<file path="config.mk">
export PLATFORM = sky130hd
export DESIGN_NAME = spi_reg_ctrl_flat
export DESIGN_NICKNAME = d
export VERILOG_FILES = /design/src/rtl/spi_pkg.sv /design/src/rtl/spi_reg_ctrl_if.sv /design/src/rtl/spi_rd_fetch.sv /design/src/rtl/spi_reg_ctrl.sv /design/src/flat_wrapper.sv
export SDC_FILE = /design/constraint.sdc
export NUM_CORES = 1
export LEC_CHECK = 0
export BUFFER_PORTS_ARGS = -buffer_cell sky130_fd_sc_hd__buf_2
export CAP_MARGIN = 15
export CELL_PAD_IN_SITES_DETAIL_PLACEMENT = 0
export CELL_PAD_IN_SITES_GLOBAL_PLACEMENT = 1
export CORE_UTILIZATION = 43
export DETAILED_ROUTE_END_ITERATION = 16
export PLACE_DENSITY = 0.86
export SLEW_MARGIN = 20
export SYNTH_ARGS = -nofsm -noshare
export SYNTH_HDL_FRONTEND = slang
export SYNTH_SLANG_ARGS = --single-unit
export TNS_END_PERCENT = 5
</file>
<file path="constraint.sdc">
create_clock -name clk -period 3.9 [get_ports clk]
set_input_delay 0.39 -clock clk [delete_from_list [all_inputs] [get_ports clk]]
set_output_delay 0.39 -clock clk [all_outputs]
set_load 0.02 [all_outputs]
</file>
<file path="src/rtl/spi_pkg.sv">
// Shared definitions for the SPI command/register controller and its neighbours.
package spi_pkg;

    localparam int unsigned SPI_BITS       = 8;
    localparam int unsigned SPI_ADDR_W     = 7;
    localparam int unsigned SPI_RD_TIMEOUT = 4;
    localparam int unsigned RW_BIT         = SPI_BITS - 1;

    localparam logic [SPI_BITS-1:0] STATUS_ID_DEF = 8'hA5;
    // Byte presented to the host when a read never returned data.
    localparam logic [SPI_BITS-1:0] FILL_BYTE     = 8'hFF;

    typedef enum logic [2:0] {
        ST_IDLE    = 3'd0,
        ST_CMD     = 3'd1,
        ST_WR      = 3'd2,
        ST_RD_WAIT = 3'd3,
        ST_RD      = 3'd4
    } spi_state_e;

endpackage

</file>
<file path="src/rtl/spi_reg_ctrl_if.sv">
// Byte-engine and register-bus signals of spi_reg_ctrl; master is the controller side.
interface spi_reg_ctrl_if #(
    parameter int unsigned BITS   = 8,
    parameter int unsigned ADDR_W = 7
);

    logic              ssel;
    logic              byte_received;
    logic [BITS-1:0]   rx_data;
    logic              data_needed;
    logic [BITS-1:0]   tx_data;
    logic [ADDR_W-1:0] reg_addr;
    logic [BITS-1:0]   reg_wdata;
    logic              reg_we;
    logic              reg_re;
    logic [BITS-1:0]   reg_rdata;
    logic              reg_rvalid;
    logic              busy;
    logic              err_timeout;

    modport master (
        input  ssel, byte_received, rx_data, data_needed, reg_rdata, reg_rvalid,
        output tx_data, reg_addr, reg_wdata, reg_we, reg_re, busy, err_timeout
    );

    modport slave (
        output ssel, byte_received, rx_data, data_needed, reg_rdata, reg_rvalid,
        input  tx_data, reg_addr, reg_wdata, reg_we, reg_re, busy, err_timeout
    );

endinterface

</file>
<file path="src/rtl/spi_rd_fetch.sv">
// Read prefetch: waits for reg_rvalid after a read strobe and loads the transmit byte,
// substituting the fill byte when the register file does not answer in time.
module spi_rd_fetch
    import spi_pkg::*;
#(
    parameter int unsigned     BITS       = SPI_BITS,
    parameter int unsigned     RD_TIMEOUT = SPI_RD_TIMEOUT,
    parameter logic [BITS-1:0] STATUS_ID  = STATUS_ID_DEF
) (
    input  logic            clk,
    input  logic            rst_n,
    input  logic            start_i,
    input  logic            abort_i,
    input  logic            rvalid_i,
    input  logic [BITS-1:0] rdata_i,
    output logic            done_o,
    output logic            timeout_o,
    output logic [BITS-1:0] tx_data_o
);

    localparam int unsigned      CNT_W    = $clog2(RD_TIMEOUT + 1);
    localparam logic [CNT_W-1:0] CNT_MAX  = CNT_W'(RD_TIMEOUT);
    localparam logic [CNT_W-1:0] CNT_ONE  = {{(CNT_W-1){1'b0}}, 1'b1};
    localparam logic [CNT_W-1:0] CNT_ZERO = {CNT_W{1'b0}};

    logic             active_q, active_d;
    logic [CNT_W-1:0] cnt_q, cnt_d;
    logic [BITS-1:0]  tx_q, tx_d;
    logic             armed_s;

    // cnt_q == 0 is the strobe cycle itself, so rvalid is only honoured from one cycle later.
    assign armed_s = active_q && (cnt_q != CNT_ZERO);

    // Next-state for the wait counter and the transmit byte.
    always_comb begin
        active_d  = active_q;
        cnt_d     = cnt_q;
        tx_d      = tx_q;
        done_o    = 1'b0;
        timeout_o = 1'b0;
        if (abort_i) begin
            active_d = 1'b0;
            cnt_d    = CNT_ZERO;
            tx_d     = STATUS_ID;
        end else if (start_i) begin
            active_d = 1'b1;
            cnt_d    = CNT_ZERO;
        end else if (armed_s && rvalid_i) begin
            active_d = 1'b0;
            tx_d     = rdata_i;
            done_o   = 1'b1;
        end else if (armed_s && (cnt_q == CNT_MAX)) begin
            active_d  = 1'b0;
            tx_d      = {BITS{1'b1}};
            done_o    = 1'b1;
            timeout_o = 1'b1;
        end else if (active_q) begin
            cnt_d = cnt_q + CNT_ONE;
        end else begin
            cnt_d = cnt_q;
        end
    end

    // Fetch state registers.
    always_ff @(posedge clk or negedge rst_n) begin
        if (!rst_n) begin
            active_q <= 1'b0;
            cnt_q    <= CNT_ZERO;
            tx_q     <= STATUS_ID;
        end else begin
            active_q <= active_d;
            cnt_q    <= cnt_d;
            tx_q     <= tx_d;
        end
    end

    assign tx_data_o = tx_q;

endmodule

</file>
<file path="src/rtl/spi_reg_ctrl.sv">
// Decodes SPI frames ({rw, addr} command byte, then data bytes) into register-bus
// writes and prefetched reads; read data is staged by spi_rd_fetch.
module spi_reg_ctrl
    import spi_pkg::*;
#(
    parameter int unsigned     BITS       = SPI_BITS,
    parameter int unsigned     ADDR_W     = SPI_ADDR_W,
    parameter logic [BITS-1:0] STATUS_ID  = STATUS_ID_DEF,
    parameter int unsigned     RD_TIMEOUT = SPI_RD_TIMEOUT
) (
    input logic            clk,
    input logic            rst_n,
    spi_reg_ctrl_if.master bus
);

    localparam logic [ADDR_W-1:0] ADDR_ONE  = {{(ADDR_W-1){1'b0}}, 1'b1};
    localparam logic [ADDR_W-1:0] ADDR_ZERO = {ADDR_W{1'b0}};

    spi_state_e        state_q, state_d;
    logic [ADDR_W-1:0] reg_addr_q, reg_addr_d;
    logic [BITS-1:0]   reg_wdata_q, reg_wdata_d;
    logic              reg_we_q, reg_we_d;
    logic              reg_re_q, reg_re_d;
    logic              busy_q, busy_d;
    logic              err_q, err_d;

    logic              byte_ok_s;
    logic              rw_s;
    logic              fetch_start_s;
    logic              fetch_done_s;
    logic              fetch_tmo_s;
    logic [BITS-1:0]   tx_data_s;
    logic              unused_s;

    assign byte_ok_s     = bus.byte_received && !bus.ssel;
    assign rw_s          = bus.rx_data[RW_BIT];
    assign fetch_start_s = byte_ok_s && (((state_q == ST_CMD) && rw_s) ||
                                         (state_q == ST_RD) || (state_q == ST_RD_WAIT));
    assign unused_s      = bus.data_needed;

    spi_rd_fetch #(
        .BITS       (BITS),
        .RD_TIMEOUT (RD_TIMEOUT),
        .STATUS_ID  (STATUS_ID)
    ) u_rd_fetch (
        .clk       (clk),
        .rst_n     (rst_n),
        .start_i   (fetch_start_s),
        .abort_i   (bus.ssel),
        .rvalid_i  (bus.reg_rvalid),
        .rdata_i   (bus.reg_rdata),
        .done_o    (fetch_done_s),
        .timeout_o (fetch_tmo_s),
        .tx_data_o (tx_data_s)
    );

    // Frame FSM: next state, register-bus strobes, address and error flag.
    always_comb begin
        state_d     = state_q;
        reg_addr_d  = reg_addr_q;
        reg_wdata_d = reg_wdata_q;
        reg_we_d    = 1'b0;
        reg_re_d    = 1'b0;
        err_d       = err_q;
        if (bus.ssel) begin
            state_d = ST_IDLE;
        end else begin
            // Address advances only after the write strobe, so it is stable while reg_we is high.
            if (reg_we_q) begin
                reg_addr_d = reg_addr_q + ADDR_ONE;
            end else begin
                reg_addr_d = reg_addr_q;
            end
            case (state_q)
                ST_IDLE: begin
                    state_d = ST_CMD;
                    err_d   = 1'b0;
                end
                ST_CMD: begin
                    if (byte_ok_s) begin
                        reg_addr_d = bus.rx_data[ADDR_W-1:0];
                        if (rw_s) begin
                            reg_re_d = 1'b1;
                            state_d  = ST_RD_WAIT;
                        end else begin
                            state_d = ST_WR;
                        end
                    end else begin
                        state_d = ST_CMD;
                    end
                end
                ST_WR: begin
                    if (byte_ok_s) begin
                        reg_wdata_d = bus.rx_data;
                        reg_we_d    = 1'b1;
                    end else begin
                        reg_we_d = 1'b0;
                    end
                end
                ST_RD_WAIT: begin
                    // A byte arriving before the fetch finished means the host outran us.
                    if (byte_ok_s) begin
                        reg_addr_d = reg_addr_q + ADDR_ONE;
                        reg_re_d   = 1'b1;
                        err_d      = 1'b1;
                    end else if (fetch_done_s) begin
                        state_d = ST_RD;
                        err_d   = err_q | fetch_tmo_s;
                    end else begin
                        state_d = ST_RD_WAIT;
                    end
                end
                ST_RD: begin
                    if (byte_ok_s) begin
                        reg_addr_d = reg_addr_q + ADDR_ONE;
                        reg_re_d   = 1'b1;
                        state_d    = ST_RD_WAIT;
                    end else begin
                        state_d = ST_RD;
                    end
                end
                default: begin
                    state_d = ST_IDLE;
                end
            endcase
        end
        busy_d = (state_d != ST_IDLE);
    end

    // Controller state and output registers.
    always_ff @(posedge clk or negedge rst_n) begin
        if (!rst_n) begin
            state_q     <= ST_IDLE;
            reg_addr_q  <= ADDR_ZERO;
            reg_wdata_q <= {BITS{1'b0}};
            reg_we_q    <= 1'b0;
            reg_re_q    <= 1'b0;
            busy_q      <= 1'b0;
            err_q       <= 1'b0;
        end else begin
            state_q     <= state_d;
            reg_addr_q  <= reg_addr_d;
            reg_wdata_q <= reg_wdata_d;
            reg_we_q    <= reg_we_d;
            reg_re_q    <= reg_re_d;
            busy_q      <= busy_d;
            err_q       <= err_d;
        end
    end

    assign bus.tx_data     = tx_data_s;
    assign bus.reg_addr    = reg_addr_q;
    assign bus.reg_wdata   = reg_wdata_q;
    assign bus.reg_we      = reg_we_q;
    assign bus.reg_re      = reg_re_q;
    assign bus.busy        = busy_q;
    assign bus.err_timeout = err_q;

endmodule

</file>
<file path="src/flat_wrapper.sv">
// flat-port wrapper written by rule: the top's interface ports become plain ports
module spi_reg_ctrl_flat import spi_pkg::*;
#(
    parameter int unsigned     BITS       = SPI_BITS,
    parameter int unsigned     ADDR_W     = SPI_ADDR_W,
    parameter logic [BITS-1:0] STATUS_ID  = STATUS_ID_DEF,
    parameter int unsigned     RD_TIMEOUT = SPI_RD_TIMEOUT
)
  (clk, rst_n, bus_ssel, bus_byte_received, bus_rx_data, bus_data_needed, bus_reg_rdata, bus_reg_rvalid, bus_tx_data, bus_reg_addr, bus_reg_wdata, bus_reg_we, bus_reg_re, bus_busy, bus_err_timeout);
  spi_reg_ctrl_if #(.BITS(BITS), .ADDR_W(ADDR_W)) bus_i ();
  input logic clk;
  input logic rst_n;
  input wire logic [$bits(bus_i.ssel)-1:0] bus_ssel;
  input wire logic [$bits(bus_i.byte_received)-1:0] bus_byte_received;
  input wire logic [$bits(bus_i.rx_data)-1:0] bus_rx_data;
  input wire logic [$bits(bus_i.data_needed)-1:0] bus_data_needed;
  input wire logic [$bits(bus_i.reg_rdata)-1:0] bus_reg_rdata;
  input wire logic [$bits(bus_i.reg_rvalid)-1:0] bus_reg_rvalid;
  output wire logic [$bits(bus_i.tx_data)-1:0] bus_tx_data;
  output wire logic [$bits(bus_i.reg_addr)-1:0] bus_reg_addr;
  output wire logic [$bits(bus_i.reg_wdata)-1:0] bus_reg_wdata;
  output wire logic [$bits(bus_i.reg_we)-1:0] bus_reg_we;
  output wire logic [$bits(bus_i.reg_re)-1:0] bus_reg_re;
  output wire logic [$bits(bus_i.busy)-1:0] bus_busy;
  output wire logic [$bits(bus_i.err_timeout)-1:0] bus_err_timeout;
  assign bus_i.ssel = bus_ssel;
  assign bus_i.byte_received = bus_byte_received;
  assign bus_i.rx_data = bus_rx_data;
  assign bus_i.data_needed = bus_data_needed;
  assign bus_i.reg_rdata = bus_reg_rdata;
  assign bus_i.reg_rvalid = bus_reg_rvalid;
  assign bus_tx_data = bus_i.tx_data;
  assign bus_reg_addr = bus_i.reg_addr;
  assign bus_reg_wdata = bus_i.reg_wdata;
  assign bus_reg_we = bus_i.reg_we;
  assign bus_reg_re = bus_i.reg_re;
  assign bus_busy = bus_i.busy;
  assign bus_err_timeout = bus_i.err_timeout;
  spi_reg_ctrl #(.BITS(BITS), .ADDR_W(ADDR_W), .STATUS_ID(STATUS_ID), .RD_TIMEOUT(RD_TIMEOUT)) u_core (.clk(clk), .rst_n(rst_n), .bus(bus_i));
endmodule
</file>
Word-level counts from Yosys, hierarchy flattened
Index checks and enable logic that the tools add are counted.
- input bits: 22
- output and inout port bits: 27
- register bits: 34
- logic and storage cells: 85
- multiplexer cells: 41
- bitwise gates (word level): 2
- reduce and logical (&&, ||, !) cells: 21
- add/subtract/negate cells: 2
- equal/unequal tests: 9
- operators with widths (operator ; count):
    $mux W8 ; 4
    $mux W3 ; 9
    $mux W7 ; 3
    $mux W1 ; 20
    $pmux W3 S5 ; 1
    $pmux W7 S2 ; 1
    $reduce_bool A3 Y1 ; 4
    $reduce_and A3 Y1 ; 3
    $add A7 B1 Y7 const B ; 1
    $eq A3 B2 Y1 const B ; 2
    $eq A3 B3 Y1 const B ; 2
    $logic_and A1 B1 Y1 ; 6
    $ne A3 B2 Y1 const B ; 2
    $pmux W1 S2 ; 2
    $reduce_bool A4 Y1 ; 1
    $add A3 B1 Y3 const B ; 1
    $eq A3 B1 Y1 const B ; 1
    $logic_not A3 Y1 ; 1
    $ne A3 B1 Y1 const B ; 1
    $logic_or A1 B1 Y1 ; 2
    $mux W2 ; 1
    $ne A2 B2 Y1 const B ; 1
    $reduce_and A2 Y1 ; 1
    $reduce_bool A2 Y1 ; 1
    other kinds (4) ; 4

Logic depth before layout (Yosys ltp)
Gate-level depths: netlist (run 1).
- depth after elaboration: 12
- gate-level depth with buffers: 7
- mapped depth without buffers: 7

By module
A second synthesis (run 1) with hierarchy kept.
- cells, all modules: 200
- area, all modules: 2023.2 sq um
- by module, submodules not included (module ; cells an instance ; area an instance (sq um) ; sequential area each (sq um) ; instances):
    spi_reg_ctrl ; 137 ; 1355.0 ; 550.5 ; 1
    spi_rd_fetch ; 63 ; 668.1 ; 305.3 ; 1

Worst setup path after synthesis (run 1)
OpenSTA, ideal clock, no wires.
- path type: flip-flop to flip-flop
- start: register u_core.reg_addr_q[0] (netlist: u_core.bus.reg_addr[0])
- end: register u_core.reg_addr_q[6] (netlist: u_core.bus.reg_addr[6])
- buffers on the path: 0
- library setup time: 0.082 ns
- stages on the path, launching flop included: 7
- data arrival time: 1.681 ns
- path slack: 2.137 ns
- period minus slack after synthesis: 1.763 ns
- required time: 3.818 ns
- cells stage by stage: dfrtp_1 > ha_1 > nand3_1 > or3_1 > a21oi_1 > o21ai_0 > a31oi_1
- longest elaborated chain between the ends: 4
- elaborated cells between the ends (all ways): 5
- those cells by class: add/sub (1); mux (4)
- ends and longest elaborated chain (item ; RTL line ; source):
    start: declaration ; spi_reg_ctrl.sv:20 ; logic [ADDR_W-1:0] reg_addr_q, reg_addr_d;
    start signal: assignment ; spi_reg_ctrl.sv:142 ; reg_addr_q <= reg_addr_d;
    $add A7 B1 Y7 * ; spi_reg_ctrl.sv:70, spi_reg_ctrl.sv:103, spi_reg_ctrl.sv:115 ;
    $mux W7 ; spi_reg_ctrl.sv:69 ; if (reg_we_q) begin
    $mux W7, on equally long branches ; spi_reg_ctrl.sv:102, spi_reg_ctrl.sv:114, spi_reg_ctrl.sv:80 ;
    $pmux W7 S2 * ; spi_reg_ctrl.sv:74 ; case (state_q)
Every way passes the cells marked *; elsewhere a longest branch is shown, timed or not.
A chain may end at the register's enable or synchronous reset.

Final worst setup path (run 1)
- start: register u_core.state_q[1]
- end: register u_core.reg_wdata_q[3] (netlist: u_core.bus.reg_wdata[3])
- longest elaborated chain between the ends: 2
- ends and longest elaborated chain (item ; RTL line ; source):
    start: declaration ; spi_reg_ctrl.sv:19 ; spi_state_e state_q, state_d;
    start signal: assignment ; spi_reg_ctrl.sv:141 ; state_q <= state_d;
    $eq A3 B2 Y1 ; spi_reg_ctrl.sv:74 ;
    $reduce_and A3 Y1 (no line) ; - ;
    end signal: assignment ; spi_reg_ctrl.sv:135 ; reg_wdata_q <= {BITS{1'b0}};
    end signal: assignment ; spi_reg_ctrl.sv:143 ; reg_wdata_q <= reg_wdata_d;
    end: declaration ; spi_reg_ctrl.sv:21 ; logic [BITS-1:0] reg_wdata_q, reg_wdata_d;
Every way passes these cells.

==> out/metrics.cfg, run 1 <==
[critical_path]
required_ps = 4070
cpPeakStageDelay_ps = 700
r2r_slack_ps = 1940
crit_arrival_ps = 2140
rr_worst_depth = 3
critPathMaxFanout = 18
worstReg2RegStart = u_core.state_q[1]
endpoint_kind = register
cp_slowest_cell = dfrtp_1
cp_top_family = simple AND/OR/NAND/NOR gates
critical_path_class = register to register
path_cells = nand2b_1 > nor3_4 > mux2_2
rr_endpoint = u_core.bus.reg_wdata[3]
crit_path_start = u_core.state_q[1]
startpoint_type = register
critPathBufInv = 0

[logic_synthesis]
syn_inst = 230
ys.warnings.count = 0
synth_nets = 255
avgSynthCellArea_sq_um = 9.085
yosysUniqueCellTypes = 55
synth_flop_cell = dfrtp_1
async_flop_share_pct = 100.0
yosysSeqAreaShare_pct = 40.96
ys_seq_elements = 34
synth_edf_count = 0
syn-cell-area_sq_um = 2090

[clock_network]
clock-sinks = 34
cts-buffers-inserted = 5
tritoncts = yes
clockBufferDepth = 2
cts_resized = 0
cts_setup_buffers = 0
h-tree-depth = 2
clk_latency_ps = 290
cts-root-buf = clkbuf_8
hold_buffers = 0
cts.clk_slew.worst_paths_ps = 70

[timing]
slew_headroom_pct = 49.22
finClkSkew_ps = 4.531
whs_ps = 158.8
slew_viol_final = 0
tightestPinTransition_ps = 761.7
finalHoldViolCount = 0
max_freq_ghz = 0.5099
setup_ws_ps = 1939
setup_viol = 0
min_period_over_period_pct = 50.29
grt_setup_unrepaired = no
finalCriticalPeriod_ps = 1961
fin_setup_tns_ps = 0

[global_route]
grtUsageMet1_pct = 30.76
met3_usage_pct = 3.938
grt_pass1_vias = 1691
antenna_found_initial = 0
top_usage_layer = met2
grt_max_degree = 35
overflow = 0
grtUsageMet2_pct = 31.97
grt_pass1_wl_microns = 8328
grt.total_usage_pct = 21.32

[power_and_ir_drop]
power.density_nw_per_um2 = 508.9
ir_drop_mv = 0.2431
fin_total_pwr_uw = 1228
total_leakage_power_uw = 0.001090

[route]
drt_iter0_markers = 113
wire_per_inst_microns = 15.43
drt_pass1_iterations = 4
postRouteAntennaNets = 0
drc = 0
viasPerCell = 5.804
wl_microns = 4954
num_vias = 1863

[die]
fp-row-count = 24
dieArea_sq_um = 5142
initial_core_util_pct = 46.39
die-width_microns = 71.71
ioPinCount = 49
core_sq_um = 4504
die-height_microns = 71.71

[cells_and_area]
fin_cells = 321
area_growth_pct = 15.51
drive_gt1_share_pct = 26.77
fill_cells = 442
nets = 293
diodes = 0

[job]
maxCapViolations = 0

[status]
status = completed

[placed_design]
dp.cells = 313
portBuffers = 47
dp_slack_ps = 1885
gp_congestion = 0.8293
post-dp-hpwl_microns = 3384

[hold_path]
hp-class = input pin to asynchronous set/reset pin

[report_power, final]
part	internal, uW	switching [uW]
logic	162	242
clock network	178	134
registers	423	88.6
[worst register-to-register path: stages (launching register included)]
cell and delay (ps):
dfrtp_1 700, nand2b_1 220, nor3_4 520, mux2_2 400
[cells in the mapped netlist (all sizes together) (3+ instances only)]
master / count / area [sq um]
a211oi: 3 / 22.52
a21oi: 19 / 95.09
a22oi: 4 / 35.03
and3: 3 / 18.77
buf: 9 / 58.80
clkbuf: 7 / 27.52
dfrtp: 30 / 750.7
dfstp: 4 / 105.1
ha: 3 / 37.54
inv: 9 / 33.78
mux2: 8 / 90.09
mux2i: 3 / 30.03
nand2: 11 / 41.29
nand2b: 4 / 25.02
nand3: 9 / 45.04
nor2: 22 / 82.58
nor2b: 4 / 25.02
nor3: 9 / 56.31
o211ai: 3 / 22.52
o21ai: 23 / 118.9
o2bb2ai: 5 / 43.79
xnor2: 3 / 26.28
[registers in the layout, summed over array words and instances, names as in the netlist, 3 cells and up]
register / flops
u_core.u_rd_fetch.tx_data_o: 8
u_core.u_rd_fetch.cnt_q: 3
u_core.bus.reg_addr: 7
u_core.bus.reg_wdata: 8
u_core.state_q: 3
[routing by layer]
layer / vias up / part of all wire [%]
li1: 911 / -
met1: 883 / 49
met4: 0 / 1.6
met5: - / 0
met2: 62 / 44
met3: 7 / 5.0
[worst max-delay path by stage]
stage          cells past startpoint                       to
2_1_floorplan                      6   u_core.bus.reg_addr[6]
3_3_place_gp                       4  u_core.bus.reg_wdata[3]
3_5_place_dp                       4  u_core.bus.reg_wdata[3]
4_1_cts                            3  u_core.bus.reg_wdata[3]
5_1_grt                            3  u_core.bus.reg_wdata[3]
6_report                           3  u_core.bus.reg_wdata[3]
[cell usage in the layout, fill, tap and decap left out, drive strengths merged, types with 5 or more instances in the layout]
master | synthesis | routed
buf | 9 | 47
dfrtp | 30 | 30
o21ai | 23 | 23
nor2 | 22 | 22
a21oi | 19 | 19
nand2 | 11 | 11
inv | 9 | 9
nand3 | 9 | 9
nor3 | 9 | 9
clkbuf | 7 | 8
mux2 | 8 | 8
o2bb2ai | 5 | 5
[per-stage QoR]
step	utilization [%]	cell area [sq um]
6_report	53.58	2414
5_1_grt	53.58	2414
4_1_cts	53.58	2414
3_5_place_dp	51.14	2303
3_3_place_gp	51.14	2303
2_1_floorplan	-	2090
[logic make-up (layout without fill, tap and decap cells)]
kind of cell | Yosys count | count (layout) | synth area share [%]
AO/OA/AOI/OAI | 75 | 75 | 23.41
buffers and inverters | 25 | 64 | 5.748
XOR/XNOR | 5 | 5 | 2.096
flip-flops | 34 | 34 | 40.96
adder cells (fa/ha/maj) | 3 | 3 | 1.797
multiplexers | 11 | 11 | 5.749
AND/OR/NAND/NOR | 77 | 77 | 20.24
[final cells by class]
cell class | instances | area [sq um] | share of cell area, %
sequential | 34 | 855.8 | 35.46
multi-input combinational | 171 | 1114 | 46.14
inverter | 9 | 33.78 | 1.400
clock buffer | 8 | 110.1 | 4.562
timing repair buffer | 47 | 235.2 | 9.746
tap | 52 | 65.06 | 2.696
No activity file was read; power rests on OpenSTA's default activity.
==> inputs of run 2 (changes only) <==
--- a/config.mk
+++ b/config.mk
@@ -9,9 +9,9 @@
 export CAP_MARGIN = 15
 export CELL_PAD_IN_SITES_DETAIL_PLACEMENT = 0
 export CELL_PAD_IN_SITES_GLOBAL_PLACEMENT = 1
-export CORE_UTILIZATION = 43
+export CORE_UTILIZATION = 36
 export DETAILED_ROUTE_END_ITERATION = 16
-export PLACE_DENSITY = 0.86
+export PLACE_DENSITY = 0.77
 export SLEW_MARGIN = 20
 export SYNTH_ARGS = -nofsm -noshare
 export SYNTH_HDL_FRONTEND = slang
==> constraint.sdc (replaced) <==
create_clock -name clk -period 1.7 [get_ports clk]
set_input_delay 0.17 -clock clk [delete_from_list [all_inputs] [get_ports clk]]
set_output_delay 0.17 -clock clk [all_outputs]
set_load 0.02 [all_outputs]
==> run 2 against run 1 <==
Against the previous run:
- die area increased by 19%
- critical path type unchanged
- largest cell class unchanged
- setup slack got worse by 1900 ps
- first-iteration DRC count decreased by 6.2%
- global-route usage decreased by 2.0 points
- worst hold slack got worse by 22 ps
- register-to-register slack got worse by 1900 ps
- clock power increased by 130%
- utilization decreased by 4.1 points
- fmax increased by 17%
- final area increased by 14%
- cell count increased by 15%
- routed wire length increased by 12%
==> out/metrics.cfg, run 2 (synthesized netlist as in run 1, its figures left out) <==
[critical_path]
crit_arrival_ps = 1820  ; was 2140 ps
cp_slowest_cell = dfrtp_1  ; unchanged
critPathBufInv = 0  ; unchanged
cpPeakStageDelay_ps = 490  ; was 700 ps
cp_top_family = simple AND/OR/NAND/NOR gates  ; unchanged
path_cells = and4bb_2 > nor4b_1 > o41ai_2 > a21oi_1 > a31oi_1  ; was nand2b_1 > nor3_4 > mux2_2
r2r_slack_ps = 30  ; was 1940 ps
required_ps = 1850  ; was 4070 ps
cp.depth = 5  ; was 3
startpoint_type = register  ; unchanged
endpoint = u_core.bus.reg_addr[5]  ; was u_core.bus.reg_wdata[3]
critical_path_class = register to register  ; unchanged
rr_endpoint = u_core.bus.reg_addr[5]  ; was u_core.bus.reg_wdata[3]
critPathMaxFanout = 8  ; was 18
rr_worst_depth = 5  ; was 3
crit_path_start = u_core.state_q[0]  ; was u_core.state_q[1]
endpoint_kind = register  ; unchanged
worstReg2RegStart = u_core.state_q[0]  ; was u_core.state_q[1]

[placed_design]
dp_slack_ps = -32.19  ; was 1885 ps
portBuffers = 47  ; unchanged
post-dp-hpwl_microns = 4062  ; was 3384 microns
gp_congestion = 0.8156  ; was 0.8293

[die]
die-height_microns = 78.19  ; was 71.71 microns
die-width_microns = 78.19  ; was 71.71 microns
dieArea_sq_um = 6113  ; was 5142 sq um
fp-row-count = 27  ; was 24
ioPinCount = 49  ; unchanged
core_sq_um = 5540  ; was 4504 sq um
initial_core_util_pct = 37.71  ; was 46.39%

[clock_network]
clockBufferDepth = 2  ; unchanged
cts.clk_slew.worst_paths_ps = 70  ; about the same
h-tree-depth = 2  ; unchanged
cts-buffers-inserted = 5  ; unchanged
tritoncts = yes  ; unchanged
clock-sinks = 34  ; unchanged
cts-root-buf = clkbuf_8  ; unchanged
clk_latency_ps = 280  ; was 290 ps

[cells_and_area]
nets = 322  ; was 293
drive_gt1_share_pct = 38.26  ; was 26.77%
diodes = 0  ; unchanged
layout_commonest_cell = buf_2  ; unchanged
area_growth_pct = 31.32  ; was 15.51%
layout_common_cells = buf_2, buf_4, dfrtp_1  ; was buf_2, dfrtp_1, nor2_1

[route]
drt_iter0_markers = 106  ; was 113
viasPerCell = 5.327  ; was 5.804
drc = 0  ; unchanged
num_vias = 1971  ; was 1863
wl_microns = 5566  ; was 4954 microns
postRouteAntennaNets = 0  ; unchanged
wire_per_inst_microns = 15.04  ; was 15.43 microns
drt_pass1_iterations = 4  ; unchanged

[global_route]
grt_pass1_vias = 1903  ; was 1691
antenna_found_initial = 0  ; unchanged
grt.total_usage_pct = 19.28  ; was 21.32%
overflow = 0  ; unchanged
grt_max_degree = 21  ; was 35
grt_pass1_wl_microns = 9149  ; was 8328 microns

[power_and_ir_drop]
power.density_nw_per_um2 = 1096  ; was 508.9 nW/um^2
ir_drop_mv = 0.3973  ; was 0.2431 mV
fin_total_pwr_uw = 3008  ; was 1228 uW
total_leakage_power_uw = 0.001239  ; was 0.001090 uW

[timing]
slew_headroom_pct = 64.64  ; was 49.22%
finalHoldViolCount = 0  ; unchanged
tightestPinTransition_ps = 530.4  ; was 761.7 ps
whs_ps = 136.3  ; was 158.8 ps
grt_setup_unrepaired = yes  ; was no
slew_viol_final = 0  ; unchanged
min_period_over_period_pct = 98.52  ; was 50.29%
setup_viol = 0  ; unchanged
max_freq_ghz = 0.5971  ; was 0.5099 GHz
finClkSkew_ps = 5.867  ; was 4.531 ps
finalCriticalPeriod_ps = 1675  ; was 1961 ps
setup_ws_ps = 25.11  ; was 1939 ps

[job]
maxCapViolations = 0  ; unchanged

[hold_path]
holdPathStages = 2
hp-class = input pin to register  ; was input pin to asynchronous set/reset pin

[status]
status = completed  ; unchanged

## run 2: layer usage
layer  vias to the layer above  track usage, %  wire [microns]
met1                       942           26.08            2591
met2                        55           31.05            2645
met4                         0           4.815              34
li1                        970               -               -
met3                         4           4.419             294
met5                         -               0               0
## run 2: what timing repair did
item	CTS	global route
gates resized for setup	0	15
endpoints found under the hold margin	19	0
hold buffers	1	0
pin swaps	1	1
setup buffers	1	2
endpoints found under the setup margin	4	26
gates cloned	0	0
## run 2: area by class of cell
type / instances / area [sq um]
fill: 545 / 2796
sequential: 34 / 860.8
multi-input combinational: 171 / 1169
timing repair buffer: 76 / 480.5
clock buffer: 6 / 72.57
inverter: 9 / 33.78
tap: 72 / 90.09
clock inverter: 2 / 37.54
## run 2: worst min-delay path by stage
stage,startpoint,end,slack [ps]
2_1_floorplan,rst_n,u_core.bus.busy,-130
3_3_place_gp,rst_n,u_core.bus.reg_wdata[5],180
3_5_place_dp,rst_n,u_core.bus.reg_wdata[5],180
4_1_cts,bus_rx_data[0],u_core.bus.reg_wdata[0],130
5_1_grt,bus_rx_data[0],u_core.bus.reg_wdata[0],120
6_report,bus_rx_data[4],u_core.bus.reg_wdata[4],140
## run 2: power breakdown
group          total, uW  internal, uW  switching (uW)
sequential          1140           978             165
clock                731           437             294
combinational       1130           482             652
total               3010          1900            1110
## run 2: per-stage QoR
stage | cells | setup TNS, ps | utilization, % | cell area [sq um]
after floorplan | 230 | 0 | - | 2092
after global placement | 358 | 0 | 45.91 | 2544
after detailed placement | 358 | -74.33 | 45.91 | 2544
after CTS | 368 | 0 | 48.22 | 2671
after global routing | 370 | -113.3 | 49.53 | 2744
final | 370 | 0 | 49.53 | 2744
==> inputs of run 3 (changes only) <==
--- a/config.mk
+++ b/config.mk
@@ -9,9 +9,9 @@
 export CAP_MARGIN = 15
 export CELL_PAD_IN_SITES_DETAIL_PLACEMENT = 0
 export CELL_PAD_IN_SITES_GLOBAL_PLACEMENT = 1
-export CORE_UTILIZATION = 36
+export CORE_UTILIZATION = 43
 export DETAILED_ROUTE_END_ITERATION = 16
-export PLACE_DENSITY = 0.77
+export PLACE_DENSITY = 0.86
 export SLEW_MARGIN = 20
 export SYNTH_ARGS = -nofsm -noshare
 export SYNTH_HDL_FRONTEND = slang
==> constraint.sdc (replaced) <==
create_clock -name clk -period 2.04 [get_ports clk]
set_input_delay 0.204 -clock clk [delete_from_list [all_inputs] [get_ports clk]]
set_output_delay 0.204 -clock clk [all_outputs]
set_load 0.02 [all_outputs]
==> run 3 against run 2 <==
Against the previous run:
- the flow now finishes with violations (negative hold slack)
- die area is 16% lower
- first-iteration DRC count is 39% higher
- clock-buffer cell count is the same
==> out/metrics.cfg, run 3 (synthesized netlist as in run 1, its figures left out) <==
[critical_path]
critical_path_class = register to register  ; unchanged
startpoint_type = register  ; unchanged
cp_top_family = simple AND/OR/NAND/NOR gates  ; unchanged
worstReg2RegStart = u_core.u_rd_fetch.cnt_q[0]  ; was u_core.state_q[0]
cp_slowest_cell = dfrtp_1  ; unchanged
critPathBufInv = 1  ; was 0
critPathMaxFanout = 5  ; was 8
cpPeakStageDelay_ps = 380  ; was 490 ps
rr_endpoint = u_core.state_q[0]  ; was u_core.bus.reg_addr[5]
rr_worst_depth = 7  ; was 5
required_ps = 2250  ; was 1850 ps
path_cells = inv_1 > ha_1 > mux2i_1 > nand2b_1 > and3_1 > o21bai_1 > a21oi_1  ; was and4bb_2 > nor4b_1 > o41ai_2 > a21oi_1 > a31oi_1
endpoint_kind = register  ; unchanged
r2r_slack_ps = 220  ; was 30 ps
crit_arrival_ps = 2030  ; was 1820 ps

[clock_network]
tritoncts = yes  ; unchanged
cts-buffers-inserted = 5  ; unchanged
cts-root-buf = clkbuf_8  ; unchanged
clk_latency_ps = 290  ; was 280 ps
clockBufferDepth = 2  ; unchanged
cts.clk_slew.worst_paths_ps = 80  ; was 70 ps
clock-sinks = 34  ; unchanged
h-tree-depth = 2  ; unchanged

[die]
die-height_microns = 71.71  ; was 78.19 microns
core_sq_um = 4504  ; was 5540 sq um
die-width_microns = 71.71  ; was 78.19 microns
dieArea_sq_um = 5142  ; was 6113 sq um
fp-row-count = 24  ; was 27
ioPinCount = 49  ; unchanged
initial_core_util_pct = 46.39  ; was 37.71%

[power_and_ir_drop]
ir_drop_mv = 0.3979  ; was 0.3973 mV
total_leakage_power_uw = 0.001122  ; was 0.001239 uW
p_sw_share_pct = 39.54  ; was 36.93%
p_int_uw = 1392  ; was 1897 uW
comb_power_share_pct = 36.3  ; was 37.7%
clkPwrFrac_pct = 22.0  ; was 24.3%
power.density_nw_per_um2 = 929.0  ; was 1096 nW/um^2
fin_total_pwr_uw = 2303  ; was 3008 uW
seq_power_share_pct = 41.7  ; was 38.0%
switchingPower_uw = 910.5  ; was 1111 uW

[cells_and_area]
area_growth_pct = 18.62  ; was 31.32%
drive_gt1_share_pct = 29.03  ; was 38.26%
fill_cells = 412  ; was 545
fin_cells = 331  ; was 370
diodes = 0  ; unchanged
layout_common_cells = buf_2, dfrtp_1, nor2_1  ; was buf_2, buf_4, dfrtp_1
layout_commonest_cell = buf_2  ; unchanged
nets = 303  ; was 322
final_core_util_pct = 55.03  ; was 49.53%

[route]
drc = 0  ; unchanged
viasPerCell = 5.810  ; was 5.327
wl_microns = 4974  ; was 5566 microns
postRouteAntennaNets = 0  ; unchanged
num_vias = 1923  ; was 1971
drt_pass1_iterations = 4  ; unchanged
wire_per_inst_microns = 15.03  ; was 15.04 microns
drt_iter0_markers = 147  ; was 106

[timing]
whs_ps = -10.67  ; was 136.3 ps
slew_viol_final = 0  ; unchanged
tightestPinTransition_ps = 779.7  ; was 530.4 ps
min_period_over_period_pct = 89.05  ; was 98.52%
setup_viol = 0  ; unchanged
fin_setup_tns_ps = 0  ; unchanged
max_freq_ghz = 0.5505  ; was 0.5971 GHz
finalCriticalPeriod_ps = 1817  ; was 1675 ps
slew_headroom_pct = 48.02  ; was 64.64%
grt_setup_unrepaired = no  ; was yes
finalHoldViolCount = 23  ; was 0
finClkSkew_ps = 8.259  ; was 5.867 ps

[global_route]
antenna_found_initial = 0  ; unchanged
grt_max_degree = 35  ; was 21
grt.total_usage_pct = 21.91  ; was 19.28%
grt_pass1_vias = 1847  ; was 1903
grt_pass1_wl_microns = 8797  ; was 9149 microns
overflow = 0  ; unchanged

[placed_design]
dp.cells = 323  ; was 358
gp_congestion = 0.8715  ; was 0.8156
portBuffers = 47  ; unchanged
post-dp-hpwl_microns = 3590  ; was 4062 microns

[hold_path]
hp-class = input pin to asynchronous set/reset pin  ; was input pin to register

[status]
failed_checks = negative hold slack
status = finished with violations  ; was completed

[job]
maxCapViolations = 0  ; unchanged

==> run 3: cell count changes in the layout (fill, tap and decap cells not counted), sizes merged <==
cell         delta
buf            -18
bufinv          -1
clkinvlp        +1
dlygate4sd3     -1
==> run 3: worst reg2reg max path, stage by stage, from the launching register on <==
cell and delay [ps]:
dfrtp_1 380, inv_1 100, ha_1 230, mux2i_1 390, nand2b_1 260, and3_1 180, o21bai_1 60, a21oi_1 140
==> run 3: what timing repair did <==
action / CTS / global route
setup buffers: 0 / 0
gates resized for setup: 0 / 0
endpoints found under the setup margin: 0 / 1
hold buffers: 0 / 0
==> run 3: worst max-delay path by stage <==
stage	from	endpoint	slack [ps]	cells past startpoint
2_1_floorplan	u_core.bus.reg_addr[0]	u_core.bus.reg_addr[6]	280	6
6_report	u_core.u_rd_fetch.cnt_q[0]	u_core.state_q[0]	220	7
5_1_grt	u_core.u_rd_fetch.cnt_q[0]	u_core.u_rd_fetch.tx_data_o[2]	20	7
4_1_cts	u_core.u_rd_fetch.cnt_q[0]	u_core.u_rd_fetch.tx_data_o[5]	210	7
3_3_place_gp	u_core.state_q[2]	u_core.u_rd_fetch.tx_data_o[6]	280	5
3_5_place_dp	u_core.u_rd_fetch.cnt_q[0]	u_core.u_rd_fetch.tx_data_o[5]	230	7
==> run 3: per-layer routing <==
layer	share of wire [%]	GRT usage, %	routed length (microns)	vias to the layer above
met1	49	31.87	2450	906
met2	43	32.91	2154	70
met4	1.4	7.190	72	0
li1	-	-	-	939
met3	6.0	4.079	296	8
met5	0	0	0	-
==> run 3: stage by stage <==
| step | instance area (sq um) | setup slack (ps) | hold WS [ps] |
|---|---|---|---|
| final | 2479 | 223.5 | -10.67 |
| after global routing | 2479 | 18.53 | 47.26 |
| after CTS | 2479 | 212.7 | 25.10 |
| after detailed placement | 2391 | 226.7 | 348.3 |
| after global placement | 2391 | 276.3 | 336.7 |
| after floorplan | 2090 | 277.3 | -91.59 |
==> run 3: final cells by class <==
type                    count  area (sq um)  area share, %
inverters                   9         33.78          1.363
flip-flops and latches     34         855.8          34.53
clock inverters             2         15.01         0.6058
repair buffers             57         322.8          13.02
well taps                  52         65.06          2.625
clock buffers               6         72.57          2.928
multi-input cells         171          1114          44.93
==> run 3: power by group through the flow <==
| stage | Sequential, uW | Clock, uW | Combinational [uW] |
|---|---|---|---|
| floorplan | 1080 | 0 | 446 |
| global placement | 967 | 0 | 828 |
| detailed placement | 972 | 0 | 833 |
| CTS | 961 | 518 | 835 |
| global route | 983 | 544 | 925 |
| finish | 961 | 507 | 835 |
